$ cat config.mk
export PLATFORM = sky130hd
export DESIGN_NAME = jpeg_dc_dpcm_encoder
export DESIGN_NICKNAME = d
export VERILOG_FILES = /design/src/rtl/jpeg_dc_dpcm_encoder.sv
export SDC_FILE = /design/constraint.sdc
export NUM_CORES = 1
export LEC_CHECK = 0
export CORE_MARGIN = 2
export CORE_UTILIZATION = 41
export CTS_CLUSTER_SIZE = 30
export DETAILED_ROUTE_END_ITERATION = 8
export PLACE_DENSITY_LB_ADDON = 0.15
export SETUP_SLACK_MARGIN = 0.3
export SKIP_CTS_REPAIR_TIMING = 1
export SLEW_MARGIN = 40
export SYNTH_ARGS = -nofsm -noshare
export SYNTH_HDL_FRONTEND = slang
export SYNTH_SLANG_ARGS = --single-unit
$ cat constraint.sdc
create_clock -name clk -period 3.8 [get_ports clk]
set_input_delay 0.76 -clock clk [delete_from_list [all_inputs] [get_ports clk]]
set_output_delay 0.76 -clock clk [all_outputs]
set_load 0.02 [all_outputs]
$ cat src/rtl/jpeg_dc_dpcm_encoder.sv
// jpeg_dc_dpcm_encoder
// Baseline JPEG DC coefficient encoder: per-component DPCM prediction,
// magnitude categorisation, luma/chroma DC Huffman lookup and merge of the
// Huffman code with the extra bits into one right-aligned code word.
//
// Optional feature: define JPEG_DC_RESTART_EN to add a 'restart' pulse input
// that clears all predictors exactly like frame_start (RSTn marker boundary).
//
// Pipeline: accept (diff formed combinationally, predictor updated)
//   -> s1 register (diff, comp) -> categorise + lookup -> s2 register (output).
//
// Handshake: a transfer happens on a rising edge where valid && ready are both
// high. Producers never drop valid or change data before the transfer; ready
// is a function of registered pipeline occupancy and out_ready only (never of
// in_valid). Each stage advances when the stage after it is empty or advancing.
module jpeg_dc_dpcm_encoder #(
  parameter int COEF_W   = 11,
  parameter int NUM_COMP = 3,
  parameter int CIDX_W   = 2
) (
  input  logic                     clk,
  input  logic                     rst_n,
  input  logic                     frame_start,
`ifdef JPEG_DC_RESTART_EN
  input  logic                     restart,
`endif
  input  logic                     in_valid,
  output logic                     in_ready,
  input  logic signed [COEF_W-1:0] in_dc,
  input  logic [CIDX_W-1:0]        in_comp,
  output logic                     out_valid,
  input  logic                     out_ready,
  output logic [31:0]              out_code,
  output logic [5:0]               out_len,
  output logic [CIDX_W-1:0]        out_comp,
  output logic                     err_comp
);

  localparam int DW    = COEF_W + 1;
  localparam int NPRED = 1 << CIDX_W;
  localparam logic [CIDX_W:0] NUM_COMP_L = (CIDX_W + 1)'(NUM_COMP);

  // Huffman DC tables, returned as {length[3:0], code[10:0]} right-aligned.
  function automatic logic [14:0] huff(input logic chroma, input logic [3:0] c);
    logic [14:0] r;
    r = {4'd2, 11'd0};
    if (!chroma) begin
      case (c)
        4'd0:    r = {4'd2, 11'd0};
        4'd1:    r = {4'd3, 11'd2};
        4'd2:    r = {4'd3, 11'd3};
        4'd3:    r = {4'd3, 11'd4};
        4'd4:    r = {4'd3, 11'd5};
        4'd5:    r = {4'd3, 11'd6};
        4'd6:    r = {4'd4, 11'd14};
        4'd7:    r = {4'd5, 11'd30};
        4'd8:    r = {4'd6, 11'd62};
        4'd9:    r = {4'd7, 11'd126};
        4'd10:   r = {4'd8, 11'd254};
        4'd11:   r = {4'd9, 11'd510};
        default: r = {4'd2, 11'd0};
      endcase
    end else begin
      case (c)
        4'd0:    r = {4'd2, 11'd0};
        4'd1:    r = {4'd2, 11'd1};
        4'd2:    r = {4'd2, 11'd2};
        4'd3:    r = {4'd3, 11'd6};
        4'd4:    r = {4'd4, 11'd14};
        4'd5:    r = {4'd5, 11'd30};
        4'd6:    r = {4'd6, 11'd62};
        4'd7:    r = {4'd7, 11'd126};
        4'd8:    r = {4'd8, 11'd254};
        4'd9:    r = {4'd9, 11'd510};
        4'd10:   r = {4'd10, 11'd1022};
        4'd11:   r = {4'd11, 11'd2046};
        default: r = {4'd2, 11'd0};
      endcase
    end
    return r;
  endfunction

  logic signed [COEF_W-1:0] pred [NPRED];
  logic                     s1_valid;
  logic [DW-1:0]            s1_diff;
  logic [CIDX_W-1:0]        s1_comp;
  logic                     s2_valid;
  logic [31:0]              s2_code;
  logic [5:0]               s2_len;
  logic [CIDX_W-1:0]        s2_comp;
  logic                     err_q;

  logic                     clear_pred;
  logic                     accept;
  logic                     comp_ok;
  logic                     s2_ready;
  logic                     s1_adv;
  logic [COEF_W-1:0]        pred_sel;
  logic [DW-1:0]            diff0;

`ifdef JPEG_DC_RESTART_EN
  assign clear_pred = frame_start | restart;
`else
  assign clear_pred = frame_start;
`endif

  assign s2_ready = !s2_valid || out_ready;
  assign s1_adv   = s1_valid && s2_ready;
  assign in_ready = !s1_valid || s2_ready;
  assign accept   = in_valid && in_ready;
  assign comp_ok  = ({1'b0, in_comp} < NUM_COMP_L);

  // Stage 0: pick the predictor (zero on clear or invalid component), form diff.
  always_comb begin
    pred_sel = '0;
    if (!clear_pred && comp_ok) pred_sel = pred[in_comp];
    diff0 = {in_dc[COEF_W-1], in_dc} - {pred_sel[COEF_W-1], pred_sel};
  end

  // Predictor bank: clear on frame boundary, then load the accepted sample.
  always_ff @(posedge clk or negedge rst_n) begin
    if (!rst_n) begin
      for (int i = 0; i < NPRED; i++) pred[i] <= '0;
    end else begin
      if (clear_pred) begin
        for (int i = 0; i < NPRED; i++) pred[i] <= '0;
      end
      if (accept && comp_ok) pred[in_comp] <= in_dc;
    end
  end

  // Stage 1 register: difference and component index.
  always_ff @(posedge clk or negedge rst_n) begin
    if (!rst_n) begin
      s1_valid <= 1'b0;
      s1_diff  <= '0;
      s1_comp  <= '0;
    end else if (accept) begin
      s1_valid <= 1'b1;
      s1_diff  <= diff0;
      s1_comp  <= in_comp;
    end else if (s1_adv) begin
      s1_valid <= 1'b0;
    end
  end

  logic [DW-1:0] mag;
  logic [DW-1:0] ones;
  logic [3:0]    cat;
  logic [31:0]   mask;
  logic [31:0]   extra;
  logic [14:0]   hent;
  logic [31:0]   code1;
  logic [5:0]    len1;

  // Categorise, take one's-complement extra bits, look up and merge.
  always_comb begin
    mag  = s1_diff[DW-1] ? (~s1_diff + 1'b1) : s1_diff;
    ones = s1_diff[DW-1] ? (s1_diff - 1'b1) : s1_diff;
    cat  = '0;
    for (int i = 0; i < DW; i++) begin
      if (mag[i]) cat = 4'(i + 1);
    end
    mask  = (32'd1 << cat) - 32'd1;
    extra = {{(32 - DW){1'b0}}, ones} & mask;
    hent  = huff(s1_comp != '0, cat);
    code1 = ({21'd0, hent[10:0]} << cat) | extra;
    len1  = {2'b00, hent[14:11]} + {2'b00, cat};
  end

  // Stage 2 register: merged code word presented to the packer.
  always_ff @(posedge clk or negedge rst_n) begin
    if (!rst_n) begin
      s2_valid <= 1'b0;
      s2_code  <= '0;
      s2_len   <= '0;
      s2_comp  <= '0;
    end else if (s1_adv) begin
      s2_valid <= 1'b1;
      s2_code  <= code1;
      s2_len   <= len1;
      s2_comp  <= s1_comp;
    end else if (out_ready) begin
      s2_valid <= 1'b0;
    end
  end

  // Sticky error: an out-of-range component index was accepted.
  always_ff @(posedge clk or negedge rst_n) begin
    if (!rst_n) err_q <= 1'b0;
    else if (accept && !comp_ok) err_q <= 1'b1;
  end

  assign out_valid = s2_valid;
  assign out_code  = s2_code;
  assign out_len   = s2_len;
  assign out_comp  = s2_comp;
  assign err_comp  = err_q;

endmodule

# Word-level counts from Yosys, hierarchy flattened
# Memories as Yosys holds them, arrays and structs flattened.
# Cells that the tools add are included.
[totals]
romBits = 448
elab_cells = 71
ff_bits = 101
memories = 2
out_inout_bits = 43
input_bits = 18
[memory_table]
columns = ["name", "depth", "width", "rd", "rd_clocked_by_memory_dff", "write_ports", "line_no", "rtl"]
rows = [
  ["(name not given)", 16, 15, 1, 0, 0, "64", "case (c)"],
  ["(name not given)", 16, 13, 1, 0, 0, "48", "case (c)"],
]
[op_classes]
n_mux = 28
n_reduce_logical = 15
n_lt_le_gt_ge = 3
shift = 2
n_bitwise = 4
add_sub_neg = 5
[ops]
columns = ["op", "n"]
rows = [
  ["2-to-1 mux 44 bit", 2],
  ["bitwise mux 44 bit", 1],
  ["2-to-1 mux 11 bit", 4],
  ["2-to-1 mux 4 bit", 11],
  ["bitwise AND 12 x 32 -> 32 bit", 1],
  ["bitwise OR 32 bit", 1],
  ["<< shifter 1 x 4 -> 32 bit (first input constant)", 1],
  ["<< shifter 11 x 4 -> 32 bit", 1],
  ["subtractor 32 x 1 -> 32 bit (second input constant)", 1],
  ["2-to-1 mux 12 bit", 2],
  ["binary-select mux 11 bit (select 2 bit)", 1],
  ["demux 11 bit (select 2 bit)", 1],
  ["2-to-1 mux 15 bit", 1],
  ["adder 12 x 1 -> 12 bit (second input constant)", 1],
  ["inverter 12 bit", 1],
  ["subtractor 11 x 11 -> 12 bit", 1],
  ["subtractor 12 x 1 -> 12 bit (second input constant)", 1],
  ["logical AND 1 bit", 6],
  ["nonzero test 2 bit", 3],
  ["adder 4 x 4 -> 5 bit", 1],
  ["2-to-1 mux 1 bit", 5],
  ["zero test 1 bit", 4],
  ["greater-or-equal comparator 3 bit (second input constant)", 1],
  ["< comparator 3 x 1 -> 1 bit (second input constant)", 1],
  ["other kinds (3)", 4],
]

# Longest topological paths before layout
# Gate-level depths: netlist (run 1).
[logic_depth]
ltp_word = 19
mapped_depth = 21

# Worst setup path after synthesis (run 1)
# No wires, ideal clock.
[synth_path]
path_kind = "input-to-reg"
startpoint = "in in_comp[1]"
endpoint = "reg s1_diff[10]"
t_arrival_ns = 3.875
path_stages = 18
path_slack_ns = -0.171
n_path_buf = 2
t_required_ns = 3.705
setup_time_ns = 0.095
cell_sequence = "clkbuf_1 > buf_1 > mux2i_1 > nor2_1 > a21oi_1 > nor2_1 > ha_1 > fa_1 > nor2b_1 > o21ai_0 > a21boi_0 > o21ai_0 > a21boi_0 > o21ai_0 > a21boi_0 > o21a_1 > nor3_1 > o31ai_1"
[synth_between]
elab_chain_len = 6
[synth_lines]
columns = ["element", "line_no", "rtl"]
rows = [
  ["from (decl)", "30", "input logic [CIDX_W-1:0] in_comp,"],
  ["inverter 2 -> 3 bit (not written as such)", "116", "if (!clear_pred && comp_ok) pred_sel = pred[in_comp];"],
  ["binary-select mux 11 bit (select 2 bit)", "116", ""],
  ["2-to-1 mux 11 bit (not written as such) (2 in series)", "116", ""],
  ["2-to-1 mux 11 bit *", "116", ""],
  ["subtractor 11 x 11 -> 12 bit *", "117", "diff0 = {in_dc[COEF_W-1], in_dc} - {pred_sel[COEF_W-1], pred_sel};"],
  ["to (signal assigned)", "140", "s1_diff <= diff0;"],
  ["to (decl)", "85", "logic [DW-1:0] s1_diff;"],
]
# Every way passes the cells marked *; elsewhere a longest branch is shown, timed or not. The select of a mux whose other input is x is not followed.
# A chain may end at the register's enable or synchronous reset.

# Final worst setup path (run 1)
[layout_path]
startpoint = "reg s1_diff[0]"
endpoint = "reg s2_code[11], in the netlist out_code[11]"
[layout_between]
elab_chain_len = 19
[layout_lines]
columns = ["element", "line_no", "rtl"]
rows = [
  ["inverter 12 bit", "158", "mag = s1_diff[DW-1] ? (~s1_diff + 1'b1) : s1_diff;"],
  ["adder 12 x 1 -> 12 bit", "158", ""],
  ["2-to-1 mux 12 bit", "158", ""],
  ["2-to-1 mux 1 bit", "162", "if (mag[i]) cat = 4'(i + 1);"],
  ["2-to-1 mux 4 bit (11 in series)", "162", ""],
  ["<< shifter 1 x 4 -> 32 bit, or another cell as far along", "164", "mask = (32'd1 << cat) - 32'd1;"],
  ["subtractor 32 x 1 -> 32 bit or 2-to-1 mux 15 bit (tied branches)", "164, 47", ""],
  ["bitwise AND 12 x 32 -> 32 bit or << shifter 11 x 4 -> 32 bit (tied branches)", "165, 167", ""],
  ["bitwise OR 32 bit *", "167", "code1 = ({21'd0, hent[10:0]} << cat) | extra;"],
  ["to (signal assigned)", "180", "s2_code <= code1;"],
  ["to (decl)", "88", "logic [31:0] s2_code;"],
]
# Every way passes the cells marked *; elsewhere a longest branch is shown, timed or not.

==> metrics.txt, run 1 <==
status completed; PwrDens 581 mW/mm^2; Die W 128 um; CTS tree yes; period utilisation layout 96.3%; maximum VDD drop 0.000288 V; syn avg cell area 8.27 sq um; leakage 3.77 nW; Critical Path Max Stage Delay 0.44 ns; Vias 6200; Rel. slew slack 51.4%; Final setup viols 0; Worst-Skew Late Latency 0.35 ns; first-pass GRT wire length 31.4 mm; Least-Margin Pin Slew 0.727 ns; Synth Warn # 0; num ports 61; Post-Synthesis Cell Area 0.00627 sq mm; # H-tree levels 3; area fraction of the dominant cell type after synthesis 33.1%; Post-synth EDFFs 0; R2R Setup Slk 0.14 ns; critical path required time 4.06 ns; drt drc 0; Design Area, Final 0.00884 sq mm; starting density of the core 41.5%; Hold Path Class input port to asynchronous set/reset pin; std cell rows 45; Yosys reg bits 83; fill count 1339; placed cell area 0.00766 sq mm; die area 0.0163 sq mm; IO Port Bufs 53; worst reg-to-reg path cell count 17; sequential share of the synthesized area 33.1%; fmax 0.273 GHz; DRT Pass-1 Iters 6; vias in the first global route 5957; worst r2r src s1_diff[0]$_DFFE_PN0P_; clock buffer depth 2; Root Driver clkbuf_16; dominant cells by area after synthesis dfrtp_1, nand2_1, o21ai_0; P&R area growth vs syn 41.1%; arrival time at the worst endpoint 3.92 ns; n_diodes 0; Core ar. 0.0151 sq mm; pin count of the biggest net entering global routing 62; Placer Congestion 0.925; most used flip-flop cell after synthesis dfrtp_1; Reg clk slew, reported paths 0.07 ns; global route overflow 0; final hold violation count 0; Layout Nets 957; RSZ-0062 raised after global routing yes; CTS Buf Count 9; Detail Placement HPWL 15.1 mm; initial antenna violation count 0; DR WL/cell 18.3 um; Final ANT Viol Nets 0; family with the most delay on the worst path simple AND/OR/NAND/NOR gates; max-cap viol count 0; Post-Synthesis Cells 758; reg2reg end out_code[11]$_DFFE_PN0P_; clk_skew 0.0118 ns; Worst Setup Start Kind flop; TritonCTS sink count 83; share of cells above drive strength 1 31.6%; worst-path maximum fanout 5; area leader, netlist dfrtp_1; DR iter-0 viols 379; final wirelength 20.3 mm; critical path endpoint category flop; Setup Crit Path Kind flop to flop; Top cell by count, worst path or3_4; CP Buf/Inv Count 3; Max stage delay cell, worst path dfrtp_2; Slew Limit Fails 0; Cell variety after synth 84; Post-synth ARST share 100%; Vias/cell 5.61; chip height 128 um; CP cell instances or3_4 -> o31a_1 -> nor3_2 -> o21ai_2 -> o211a_1 -> nor2_4 -> inv_4 -> ha_4 -> nand2_4 -> o21ai_4 -> or3_4 -> buf_6 -> a21o_1 -> o211ai_1 -> buf_4 -> a21oi_1 -> o221ai_1; setup tns final 0 ns; critical path depth 17; GRT Total Usage 24.5%; fin crit period 3.66 ns
[final cells by class]
cell class	instances	area [sq um]	share of cell area, %
multi-input combinational	601	4460	50.5
sequential	83	2080	23.5
timing repair buffer	193	1660	18.8
tap	188	235	2.66
clock buffer	9	225	2.55
inverter	24	95.1	1.08
clock inverter	7	76.3	0.864
[cell families after synthesis]
family	Yosys count	share of synthesized area (%)
and+or+nand+nor	314	26.3
buffers and inverters	80	6.05
DFF	83	33.1
other	1	0.0598
muxes	24	4.03
AOI/OAI and AO/OA	214	22.7
xor gates and xnor gates	15	2.10
adders and majority gates	27	5.63
[metal layers]
layer	track usage, %	vias up	share of wire (%)
met5	0	-	0
met4	6.21	0	1.6
met2	39.3	162	47
met1	34.0	3027	46
li1	-	2983	-
met3	4.73	28	4.7
[worst register-to-register path, delay by kind of cell (launching register included)]
kind / cells / cell delay (ns)
adders and majority gates: 1 / 0.18
DFF: 1 / 0.44
AOI/OAI and AO/OA: 8 / 1.27
and+or+nand+nor: 5 / 1.32
buffers and inverters: 3 / 0.39
[registers in the layout, summed over array words and instances (netlist names)]
name	count
pred	33
out_code	26
s1_diff	12
out_len	5
out_comp	2
s1_comp	2
err_comp	1
out_valid	1
s1_valid	1
[cell usage after synthesis (all sizes together), types with 12 or more instances]
master / n
inv: 23
ha: 25
nand3b: 12
o31ai: 12
nand2: 131
a21oi: 27
mux2i: 17
nand2b: 39
buf: 28
dfrtp: 83
o21ai: 90
nor2: 44
nor3: 16
clkbuf: 28
nand3: 19
[layout by cell type (no fill, tap or decap), types with 9 or more instances in the layout]
| master | instances |
|---|---|
| a21oi_1 | 18 |
| and2_1 | 9 |
| buf_4 | 120 |
| buf_6 | 19 |
| clkbuf_16 | 9 |
| clkdlybuf4s50_1 | 51 |
| dfrtp_1 | 80 |
| ha_1 | 16 |
| inv_1 | 17 |
| mux2i_1 | 13 |
| nand2_1 | 121 |
| nand2_2 | 9 |
| nand2b_1 | 37 |
| nand3_1 | 17 |
| nand3b_1 | 12 |
| nor2_1 | 35 |
| nor2b_1 | 9 |
| o21ai_0 | 56 |
| o21ai_1 | 23 |
| o21ai_2 | 9 |
| o31ai_1 | 11 |
[through the flow]
step | util, % | setup WS (ns) | power (mW) | std cells | hold slack, ns
6_report | 58.6 | 0.140 | 5.13 | 1105 | 0.372
5_1_grt | 58.6 | -0.00565 | 5.41 | 1105 | 0.419
4_1_cts | 52.8 | -0.0104 | 4.53 | 1070 | 0.485
3_5_place_dp | 50.8 | -0.305 | 3.64 | 1054 | 0.469
3_3_place_gp | 50.8 | -0.0836 | 3.60 | 1054 | 0.463
2_1_floorplan | - | 0.256 | 2.62 | 764 | 0.464
[power breakdown]
| group | internal [mW] | total (mW) | switching [mW] | leakage, nW |
|---|---|---|---|---|
| registers | 1.06 | 1.17 | 0.117 | 1.05 |
| clock network | 0.468 | 0.886 | 0.418 | 0.149 |
| logic | 1.43 | 3.07 | 1.64 | 2.57 |
| total | 2.96 | 5.13 | 2.17 | 3.77 |
[worst max-delay path by stage]
stage,startpoint,endpoint,slack (ns)
global placement,in_comp[1],s1_diff[10]$_DFFE_PN0P_,-0.08
global route,s1_diff[0]$_DFFE_PN0P_,out_len[4]$_DFFE_PN0P_,-0.006
floorplan,in_comp[1],s1_diff[10]$_DFFE_PN0P_,0.26
detailed placement,in_comp[1],s1_diff[10]$_DFFE_PN0P_,-0.30
CTS,s1_diff[4]$_DFFE_PN0P_,out_code[2]$_DFFE_PN0P_,-0.01
finish,s1_diff[0]$_DFFE_PN0P_,out_code[11]$_DFFE_PN0P_,0.14
(Power assumes the default switching activity.)
==> inputs of run 2 (changes only) <==
Settings changed: CORE_UTILIZATION 41 to 40.
==> run 2 against run 1 <==
  * Combinational power shrank 6.8%
  * Sequential power about the same
  * Critical endpoint is now out_len[4]$_DFFE_PN0P_
  * Fmax up 0.45%
  * Sequential cell count did not move
  * Worst hold slack improved by 0.059 ns
  * Via count shrank 1.4%
  * First-iteration DRC count up 10%
  * Critical path type unchanged
  * Total power decreased by 2.5%
  * Register-to-register slack gained 0.02 ns
  * Clock power grew 8.2%
==> metrics.txt, run 2 (synthesized netlist as in run 1, its figures left out) <==
status completed; fmax 0.274 GHz; pin count of the biggest net entering global routing 80; final wirelength 19.6 mm; Vias/cell 5.44; DRT Pass-1 Iters 5; GRT Total Usage 23.6%; Core ar. 0.0153 sq mm; Max stage delay cell, worst path dfrtp_1; area occupied by multi-input gates 0.00429 sq mm; NetSw 2.03 mW; DR WL/cell 17.4 um; placed cell area 0.00780 sq mm; share of cells above drive strength 1 29.3%; clk_skew 0.00803 ns; std cell rows 45; Reg clk slew, reported paths 0.06 ns; critical path required time 4.07 ns; Sw Share 40.5%; starting density of the core 41.1%; Gate power share 57.2%; PwrDens 574 mW/mm^2; P&R area growth vs syn 39.0%; period utilisation layout 95.9%; Detail Placement HPWL 14.9 mm; final hold violation count 0; arrival time at the worst endpoint 3.91 ns; Layout Nets 954; Min Hold Slack 0.431 ns; first-pass GRT wire length 30.9 mm; storage element area 0.00208 sq mm; die area 0.0167 sq mm; Hold Path Class input port to asynchronous set/reset pin; global route overflow 0; clock buffer depth 2; max reg flops 33; leakage 3.73 nW; num ports 61; met1 wire length 9.69 mm; Int Power 2.98 mW; Final ANT Viol Nets 0; Slew Limit Fails 0; met3 wire length 963 um; setup tns final 0 ns; Rel. slew slack 51.2%; Die W 129 um; vias in the first global route 5794; R2R Setup Slk 0.16 ns; fin crit period 3.64 ns; Vias 6115; worst-path maximum fanout 3; Root Driver clkbuf_16; DR iter-0 viols 418; n_diodes 0; Worst Setup Start Kind flop; met2 WL 8.75 mm; worst r2r src s1_diff[4]$_DFFE_PN0P_; # H-tree levels 3; Design Area, Final 0.00871 sq mm; CTS tree yes; IO Port Bufs 53; Reg power frac 23.6%; CTS Buf Count 9; Final setup viols 0; chip height 129 um; Least-Margin Pin Slew 0.732 ns; RSZ-0062 raised after global routing yes; CP Buf/Inv Count 5; fill count 1406; critical path endpoint category flop; TritonCTS sink count 83; CP cell instances buf_6 -> buf_6 -> or2_4 -> o31a_1 -> nor3_2 -> o21ai_2 -> o211a_1 -> nor2_4 -> inv_4 -> buf_6 -> ha_4 -> nand2_1 -> a31oi_1 -> o21ai_1 -> ha_2 -> inv_2 -> fa_2 -> nor2b_1 -> o21ai_1 -> a21oi_1; Worst-Skew Late Latency 0.35 ns; worst reg-to-reg path cell count 20; Setup Crit Path Kind flop to flop; Placer Congestion 0.927; most frequent cells in the layout nand2_1, buf_4, dfrtp_1; reg2reg end out_len[4]$_DFFE_PN0P_; Critical Path Max Stage Delay 0.42 ns; Clk network pwr share 19.2%; initial antenna violation count 0; commonest non-fill, non-tap cell in the layout nand2_1; family with the most delay on the worst path compound AO/OA/AOI/OAI gates; top routing layer in use met4; Top cell by count, worst path buf_6; maximum VDD drop 0.000255 V; drt drc 0; max-cap viol count 0; Top reg by flops pred
run 2: worst max-delay path by stage:
| stage | startpoint | to | slack [ns] | depth (start not counted) |
|---|---|---|---|---|
| 2_1_floorplan | in_comp[1] | s1_diff[10]$_DFFE_PN0P_ | 0.26 | 17 |
| 3_3_place_gp | in_comp[1] | s1_diff[10]$_DFFE_PN0P_ | -0.12 | 17 |
| 4_1_cts | s1_diff[4]$_DFFE_PN0P_ | out_code[8]$_DFFE_PN0P_ | -0.04 | 17 |
| 3_5_place_dp | in_comp[1] | s1_diff[10]$_DFFE_PN0P_ | -0.29 | 17 |
| 6_report | s1_diff[4]$_DFFE_PN0P_ | out_len[4]$_DFFE_PN0P_ | 0.16 | 20 |
| 5_1_grt | s1_diff[4]$_DFFE_PN0P_ | out_len[4]$_DFFE_PN0P_ | 0.02 | 20 |
run 2: area by class of cell:
class	count	share of cell area (%)
multi-input combinational	601	49.3
clock inverter	7	1.13
clock buffer	9	2.59
inverter	24	1.06
sequential	83	23.9
tap	211	3.03
timing repair buffer	190	19.1
run 2: layer usage:
| metal | vias up | GRT usage (%) |
|---|---|---|
| li1 | 2973 | - |
| met1 | 2945 | 35.5 |
| met2 | 181 | 35.6 |
| met3 | 16 | 3.14 |
| met4 | 0 | 6.39 |
| met5 | - | 0 |
run 2: power by group through the flow:
stage          Clock [mW]  Combinational [mW]  Sequential (mW)
6_report            0.959                2.86             1.18
5_1_grt              1.01                3.08             1.20
4_1_cts             0.970                2.49             1.18
3_5_place_dp            0                2.48             1.19
3_3_place_gp            0                2.46             1.19
2_1_floorplan           0                1.29             1.33
run 2: per-stage QoR:
stage	power, mW	instances	util [%]	setup slack, ns
floorplan	2.62	764	-	0.256
global placement	3.65	1087	51.1	-0.115
detailed placement	3.67	1087	51.1	-0.293
CTS	4.63	1103	53.3	-0.0388
global route	5.29	1125	57.1	0.0175
finish	5.00	1125	57.1	0.156
==> inputs of run 3 (changes only) <==
Clock period 3.8 ns to 3 ns, I/O delays scaled along.
==> run 3 against run 2 <==
  * The run now ends with negative setup slack left
  * Via count rose by 4.9%
  * Register-to-register slack got worse by 0.81 ns
  * Total power rose by 29%
  * Non-clock buffer count rose by 54
  * Sequential cell count did not move
  * Count of clock-buffer cells in the layout did not move
  * Die area did not move
  * Routed wire length rose by 3.1%
  * Fmax fell by 0.27%
  * Largest cell class unchanged
  * Largest power group unchanged
  * Highest routed layer unchanged
==> metrics.txt, run 3 (synthesized netlist as in run 1, its figures left out) <==
Final ANT Viol Nets 0; CP cell instances or3_4 -> o31a_1 -> nor3_2 -> o21ai_2 -> o211a_1 -> nor2_4 -> inv_2 -> ha_4 -> nand2_1 -> o21ai_2 -> buf_4 -> o21ai_1 -> o2bb2ai_1 -> nor2_1 -> nor3_2 -> buf_4 -> a221o_1 -> o21ai_1; Setup Crit Path Kind flop to flop; RSZ-0062 raised after global routing yes; Die W 129 um; DP Worst Slack -0.653 ns; die area 0.0167 sq mm; CTS tree yes; initial antenna violation count 0; period utilisation layout 122%; leakage 4.02 nW; Pwr Total 6.48 mW; utilization after layout 60.0%; DR WL/cell 17.2 um; CTS Buf Count 9; Vias/cell 5.44; Slew Limit Fails 0; Min Hold Slack 0.242 ns; Worst Setup SP s1_diff[1]$_DFFE_PN0P_; vias in the first global route 6131; Least-Margin Pin Slew 0.584 ns; IO Port Bufs 53; clk_skew 0.0104 ns; Rel. slew slack 61.1%; Critical Path Max Stage Delay 0.45 ns; chip height 129 um; critical path endpoint category flop; Setup WS post-layout -0.654 ns; Detail Placement HPWL 15.5 mm; global route overflow 0; n_diodes 0; status finished with violations; max-cap viol count 0; Placer Congestion 0.949; Core ar. 0.0153 sq mm; maximum VDD drop 0.000329 V; worst r2r src s1_diff[1]$_DFFE_PN0P_; Reg clk slew, reported paths 0.07 ns; fmax 0.274 GHz; final wirelength 20.2 mm; Final setup viols 26; final hold violation count 0; TritonCTS sink count 83; DR iter-0 viols 409; clock buffer depth 2; Hold Path Class input port to asynchronous set/reset pin; Vias 6417; Top reg by flops pred; Worst Setup Start Kind flop; critical path required time 3.28 ns; most frequent cells in the layout buf_4, nand2_1, dfrtp_1; commonest non-fill, non-tap cell in the layout buf_4; first-pass GRT wire length 31.9 mm; Max stage delay cell, worst path dfrtp_2; P&R area growth vs syn 46.0%; drt drc 0; share of cells above drive strength 1 34.8%; Worst-Skew Late Latency 0.36 ns; fin crit period 3.65 ns; Layout Nets 1008; DRT Pass-1 Iters 5; std cell rows 45; worst-path maximum fanout 4; # H-tree levels 3; GRT Total Usage 24.3%; arrival time at the worst endpoint 3.93 ns; num ports 61; max reg flops 33; PwrDens 708 mW/mm^2; starting density of the core 41.1%; pin count of the biggest net entering global routing 43; Root Driver clkbuf_16; failing checks negative setup slack
[run 3: changes by cell type in the layout (fill, tap and decap cells not counted), moves of 3 or more]
| cell | change |
|---|---|
| a21boi_1 | -3 |
| a21boi_2 | +3 |
| buf_4 | +52 |
| buf_6 | +4 |
| clkdlybuf4s50_1 | -3 |
| nand2_1 | -3 |
| nand2_2 | +3 |
| nor2b_1 | -3 |
| o21ai_0 | -5 |
| o21ai_2 | +4 |
[run 3: power breakdown]
group | switching [mW] | internal, mW | leakage [nW] | total [mW]
Sequential | 0.149 | 1.34 | 1.05 | 1.49
Clock | 0.508 | 0.577 | 0.139 | 1.09
Combinational | 2.01 | 1.89 | 2.83 | 3.90
Total | 2.67 | 3.81 | 4.02 | 6.48
[run 3: cell type report]
cell class,instances,area [sq um]
tap,211,264
fill,1335,6110
multi-input combinational,601,4350
clock inverter,7,58.8
inverter,24,90.1
sequential,83,2080
timing repair buffer,244,2080
clock buffer,9,225
[run 3: critical path, delay by kind of cell (launching register included)]
kind	cells	cell delay, ns
AND/OR/NAND/NOR	6	1.10
adder cells (fa/ha/maj)	1	0.17
flip-flops	1	0.45
AO/OA/AOI/OAI	8	1.48
buffers and inverters	3	0.37
[run 3: metal layers]
layer | share of wire [%] | vias up | GRT usage (%)
met2 | 46 | 210 | 38.3
li1 | - | 3084 | -
met3 | 5.8 | 28 | 4.75
met4 | 1.6 | 0 | 6.01
met5 | 0 | - | 0
met1 | 46 | 3095 | 34.5
[run 3: final timing paths]
| path | end | slack [ns] | depth (start not counted) |
|---|---|---|---|
| min in group clk | out_len[0]$_DFFE_PN0P_ | 0.47 | 2 |
| max reg2reg | out_code[8]$_DFFE_PN0P_ | -0.65 | 18 |
| min reg2reg | out_len[0]$_DFFE_PN0P_ | 0.47 | 2 |
| max in group asynchronous | out_code[8]$_DFFE_PN0P_ | 2.12 | 2 |
| min | out_len[1]$_DFFE_PN0P_ | 0.24 | 1 |
| max | out_code[8]$_DFFE_PN0P_ | -0.65 | 18 |
[run 3: metrics by stage]
step | area [sq um] | cells | setup TNS (ns)
6_report | 9150 | 1179 | -13.63
4_1_cts | 8600 | 1162 | -14.24
3_5_place_dp | 8310 | 1146 | -15.49
2_1_floorplan | 6540 | 764 | -7.83
5_1_grt | 9150 | 1179 | -17.23
3_3_place_gp | 8310 | 1146 | -13.82
